===== src/rtl/seq_mult16.sv =====
// seq_mult16: iterative shift-add 16x16 multiplier driving an external shared adder
//   Ports: clk, rst_n (async, active-low)
//          start_i, a_i, b_i           operation request and operands
//          signed_op_i                 two's-complement request (SEQ_MULT_SIGNED_EN only)
//          busy_o, done_o, product_o   handshake and 32-bit result
//          add_a_o, add_b_o, add_cin_o operands driven into the shared adder
//          add_sum_i, add_cout_i       combinational adder result
//   Build option: define SEQ_MULT_SIGNED_EN to add signed operation (NEG_* states).
module seq_mult16 #(
    parameter int WIDTH = 16,
    parameter int CNT_W = 5
) (
    input  logic               clk,
    input  logic               rst_n,
    input  logic               start_i,
    input  logic [WIDTH-1:0]   a_i,
    input  logic [WIDTH-1:0]   b_i,
`ifdef SEQ_MULT_SIGNED_EN
    input  logic               signed_op_i,
`endif
    output logic               busy_o,
    output logic               done_o,
    output logic [2*WIDTH-1:0] product_o,
    output logic [WIDTH-1:0]   add_a_o,
    output logic [WIDTH-1:0]   add_b_o,
    output logic               add_cin_o,
    input  logic [WIDTH-1:0]   add_sum_i,
    input  logic               add_cout_i
);
`ifdef SEQ_MULT_SIGNED_EN
    typedef enum logic [2:0] {IDLE, NEG_A, NEG_B, RUN, NEG_LO, NEG_HI, DONE} state_t;
`else
    typedef enum logic [1:0] {IDLE, RUN, DONE} state_t;
`endif
    state_t               state_q, state_d;
    logic [WIDTH-1:0]     mcand_q, mcand_d, hi_q, hi_d, lo_q, lo_d;
    logic [CNT_W-1:0]     cnt_q, cnt_d;
    logic [2*WIDTH-1:0]   product_q, product_d;
    logic                 accept;
`ifdef SEQ_MULT_SIGNED_EN
    logic                 neg_res_q, neg_res_d, carry_q, carry_d, neg_a, neg_b;
    assign neg_a = signed_op_i & a_i[WIDTH-1];
    assign neg_b = signed_op_i & b_i[WIDTH-1];
`endif
    assign accept    = start_i && (state_q == IDLE || state_q == DONE);
    assign busy_o    = !(state_q == IDLE || state_q == DONE);
    assign done_o    = state_q == DONE;
    assign product_o = product_q;
    always_comb begin
        state_d   = state_q;
        mcand_d   = mcand_q;
        hi_d      = hi_q;
        lo_d      = lo_q;
        cnt_d     = cnt_q;
        add_a_o   = '0;
        add_b_o   = '0;
        add_cin_o = 1'b0;
`ifdef SEQ_MULT_SIGNED_EN
        neg_res_d = neg_res_q;
        carry_d   = carry_q;
`endif
        case (state_q)
            RUN: begin
                add_a_o = hi_q;
                add_b_o = lo_q[0] ? mcand_q : '0;
                {hi_d, lo_d} = {add_cout_i, add_sum_i, lo_q[WIDTH-1:1]};
                cnt_d = cnt_q + 1'b1;
                if (cnt_q == CNT_W'(WIDTH - 1))
`ifdef SEQ_MULT_SIGNED_EN
                    state_d = neg_res_q ? NEG_LO : DONE;
`else
                    state_d = DONE;
`endif
            end
`ifdef SEQ_MULT_SIGNED_EN
            // Operand magnitudes: lo still holds b here, so its MSB is b's sign.
            NEG_A: begin
                add_a_o   = ~mcand_q;
                add_cin_o = 1'b1;
                mcand_d   = add_sum_i;
                state_d   = lo_q[WIDTH-1] ? NEG_B : RUN;
            end
            NEG_B: begin
                add_a_o   = ~lo_q;
                add_cin_o = 1'b1;
                lo_d      = add_sum_i;
                state_d   = RUN;
            end
            // 32-bit negate in two halves; the low-half carry feeds the high half.
            NEG_LO: begin
                add_a_o   = ~lo_q;
                add_cin_o = 1'b1;
                lo_d      = add_sum_i;
                carry_d   = add_cout_i;
                state_d   = NEG_HI;
            end
            NEG_HI: begin
                add_a_o   = ~hi_q;
                add_cin_o = carry_q;
                hi_d      = add_sum_i;
                state_d   = DONE;
            end
`endif
            DONE:    state_d = IDLE;
            default: ;
        endcase
        if (accept) begin
            mcand_d = a_i;
            lo_d    = b_i;
            hi_d    = '0;
            cnt_d   = '0;
`ifdef SEQ_MULT_SIGNED_EN
            neg_res_d = neg_a ^ neg_b;
            state_d   = neg_a ? NEG_A : neg_b ? NEG_B : RUN;
`else
            state_d   = RUN;
`endif
        end
        product_d = (state_d == DONE) ? {hi_d, lo_d} : product_q;
    end
    always_ff @(posedge clk or negedge rst_n) begin
        if (!rst_n) begin
            state_q   <= IDLE;
            mcand_q   <= '0;
            hi_q      <= '0;
            lo_q      <= '0;
            cnt_q     <= '0;
            product_q <= '0;
        end else begin
            state_q   <= state_d;
            mcand_q   <= mcand_d;
            hi_q      <= hi_d;
            lo_q      <= lo_d;
            cnt_q     <= cnt_d;
            product_q <= product_d;
        end
    end
`ifdef SEQ_MULT_SIGNED_EN
    always_ff @(posedge clk or negedge rst_n) begin
        if (!rst_n) begin
            neg_res_q <= 1'b0;
            carry_q   <= 1'b0;
        end else begin
            neg_res_q <= neg_res_d;
            carry_q   <= carry_d;
        end
    end
`endif
endmodule


===== config.mk =====
export PLATFORM = sky130hd
export DESIGN_NAME = seq_mult16
export DESIGN_NICKNAME = d
export VERILOG_FILES = /design/src/rtl/seq_mult16.sv
export SDC_FILE = /design/constraint.sdc
export NUM_CORES = 1
export LEC_CHECK = 0
export ABC_CLOCK_PERIOD_IN_PS = 2650
export BUFFER_PORTS_ARGS = -buffer_cell sky130_fd_sc_hd__clkbuf_2
export CORE_MARGIN = 2
export CORE_UTILIZATION = 51
export DETAILED_ROUTE_END_ITERATION = 7
export PLACE_DENSITY = 0.8
export SYNTH_ARGS = -nofsm -noshare
export SYNTH_HDL_FRONTEND = slang
export SYNTH_SLANG_ARGS = --single-unit

===== constraint.sdc =====
create_clock -name clk -period 2.65 [get_ports clk]
set_input_delay 0.3975 -clock clk [delete_from_list [all_inputs] [get_ports clk]]
set_output_delay 0.3975 -clock clk [all_outputs]
set_load 0.01 [all_outputs]

==> results.cfg <==
[status]
status = finished, final reports clean

[die]
core-area_sq_um = 7290
start_util_pct = 52.9
pin_count = 119
dieArea_sq_um = 8270
die-height_microns = 90.9
die_w_microns = 90.9
std_cell_rows = 31

[pwr]
power_mw = 2.27
leakagePower_nw = 2.50
irDropWorstVdd_v = 0.000257
clkPwrFrac_pct = 38.8
seqPwrFrac_pct = 58.3
power.switching_mw = 0.493
internal-power_mw = 1.78
power.density_nw_per_um2 = 483
pwr-share-comb_pct = 2.9
switching_share_pct = 21.7

[timing]
worst_slack_ns = 0.435
setup_viol = 0
hold_viol_final = 0
holdWs_ns = 0.227
final_max_slew_viol_count = 0
period_needed_ns = 2.21
tightest_slew_ns = 1.08
max_freq_mhz = 451
slew_headroom_pct = 28.0
finalCritPeriodShare_pct = 83.6
rsz0062_at_grt = no
fin_tns_setup_ns = 0
finalClockSkew_ns = 0.0121

[clock_network]
htreeDepth = 3
clock_latency_ns = 0.35
hold_buffers = 0
clk_pin_slew_ns = 0.09
cts_tree = yes
cts_max_path_buffers = 2
cts-resized-gates = 0
clockRootBuffer = clkbuf_8
cts_made_buffers = 9
post_cts_buffers = 0
cts_num_sinks = 87

[routing]
vias = 2838
post_drt_wl_per_cell_microns = 14.2
viasPerCell = 5.00
firstDrtPassIters = 4
drt_iter0_markers = 177
drt-total-wl_microns = 8040
drc = 0
ant_nets = 0

[critical_path]
r2r_slack_ns = 0.44
r2r_cells = 6
cp_slowest_cell = dfrtp_1
r2r_start = state_q[0]$_DFF_PN0_
slowest_delay_ns = 0.43
critPathLaunchType = flip-flop
worstReg2RegEnd = product_o[27]$_DFFE_PN0N_
crit_type = reg -> out
end_kind = output port
worstPathCellList = inv_1 > ha_2 > buf_12 > and3_1 > clkbuf_2
critPathMaxFanout = 65
crit_arrival_ns = 1.82
crit_required_ns = 2.25

[global_route]
grt_first_pass_wirelength_microns = 14000
grt_max_degree = 88
grt_use_total_pct = 20.8
antenna_found_initial = 0
overflow = 0
grt_pass1_vias = 2944

[placement]
dp_hpwl_microns = 5650
gp_congestion = 0.912
dp_cells = 553
dp_slack_ns = 0.461
portBuffers = 117

[logic_synthesis]
netlist_instances = 352
synthArstFlopShare_pct = 100
synth_compound_area_share_pct = 4.97
syn_area_sq_um = 3850
yosysMostFrequentCell = dfrtp_1
seq_area_frac_synth_pct = 56.5
ys.flop_type = dfrtp_1
ys_seq_elements = 87
ys_top_cells_by_count = dfrtp_1 (87), nand2_1 (50), mux2i_1 (48)
synth_top_family_by_area = multiplexers
avgSynthCellArea_sq_um = 11.0
muxShareOfSynthArea_pct = 17.4
synth_adder_area_share_pct = 1.62
netlist.area_leader.share_pct = 56.5
synth_edf_count = 0
ys_warn_count = 0
yosys.area_share.simple_pct = 14.4
synth-xor-area-share_pct = 0
synthTopCellsByArea = dfrtp_1 (56%), mux2i_1 (12%), nand2_1 (4.9%)
yosysTopAreaCell = dfrtp_1
syn-num-nets = 409
ys_types = 30

[final_layout]
final_nets = 522
antenna_cells = 0
layout-drive-gt1-share_pct = 33.0
fin_cells = 568
syn_to_final_growth_pct = 22.2

[hold_path]
worstHoldPathType = in -> async

[run]
max_cap_violations = 0
==> worst max-delay path, delay by kind of cell, from the launching register on <==
| kind | cells | cell delay (ns) |
|---|---|---|
| adder cells (fa/ha/maj) | 1 | 0.23 |
| buffers and inverters | 3 | 0.58 |
| flip-flops | 1 | 0.43 |
| AND/OR/NAND/NOR | 1 | 0.22 |
==> how the worst max path moves through the flow <==
stage                         startpoint                        end  slack [ns]  depth (start not counted)
floorplan           state_q[0]$_DFF_PN0_  product_o[27]$_DFFE_PN0N_        0.58                          7
global placement    state_q[0]$_DFF_PN0_  product_o[31]$_DFFE_PN0N_        0.56                          6
detailed placement  state_q[0]$_DFF_PN0_  product_o[18]$_DFFE_PN0N_        0.46                          6
CTS                 state_q[1]$_DFF_PN0_                 add_b_o[0]        0.42                          5
global route        state_q[0]$_DFF_PN0_  product_o[27]$_DFFE_PN0N_        0.30                          6
finish              state_q[1]$_DFF_PN0_                 add_b_o[3]        0.44                          5
==> state kept, by name, indices dropped and copies added, names as in the netlist <==
register   count
cnt_q          5
hi_q          16
lo_q          16
mcand_q       16
product_o     32
state_q        2
==> per-layer routing <==
layer / up-vias / global-route usage, % / wire length, microns
met5: - / 0 / 0
met1: 1366 / 26.7 / 3510
met4: 0 / 7.45 / 153
met2: 76 / 34.6 / 4000
met3: 12 / 4.98 / 369
li1: 1384 / - / -
==> cells by family (layout without fill, tap and decap cells) <==
| logic type | after synthesis | count (layout) |
|---|---|---|
| AO/OA/AOI/OAI | 29 | 29 |
| adder cells (fa/ha/maj) | 5 | 5 |
| AND/OR/NAND/NOR | 123 | 123 |
| multiplexers | 65 | 65 |
| flip-flops | 87 | 87 |
| other | 1 | 1 |
| buffers and inverters | 42 | 159 |
==> area by class of cell <==
cell class,count,area (sq um)
Clock buffer,9,124
Clock inverter,6,62.6
Timing Repair Buffer,123,646
Multi-Input combinational cell,223,1500
Tap cell,99,124
Sequential cell,87,2180
Fill cell,639,2580
Inverter,21,78.8
==> power by group through the flow <==
stage / clock, mW / sequential [mW] / combinational [mW]
CTS: 0.909 / 1.33 / 0.0681
detailed placement: 0 / 1.35 / 0.0680
finish: 0.882 / 1.33 / 0.0659
global route: 0.960 / 1.33 / 0.0753
global placement: 0 / 1.35 / 0.0671
floorplan: 0 / 1.35 / 0.00280
==> stage by stage <==
stage / cell area [sq um] / utilization [%]
after floorplan: 3850 / -
after global placement: 4530 / 62.1
after detailed placement: 4530 / 62.1
after CTS: 4710 / 64.6
after global routing: 4710 / 64.6
final: 4710 / 64.6
==> cell usage in the layout (no fill, tap or decap), types with 4 or more instances in the layout <==
master	n
and2_1	16
nor2_1	35
dfrtp_1	87
mux2i_1	48
ha_1	4
inv_1	21
mux2_2	14
nand2_1	50
buf_4	6
and3_1	17
a22o_1	4
a21oi_1	16
clkbuf_2	116
clkbuf_8	9
(Power assumes the default switching activity.)
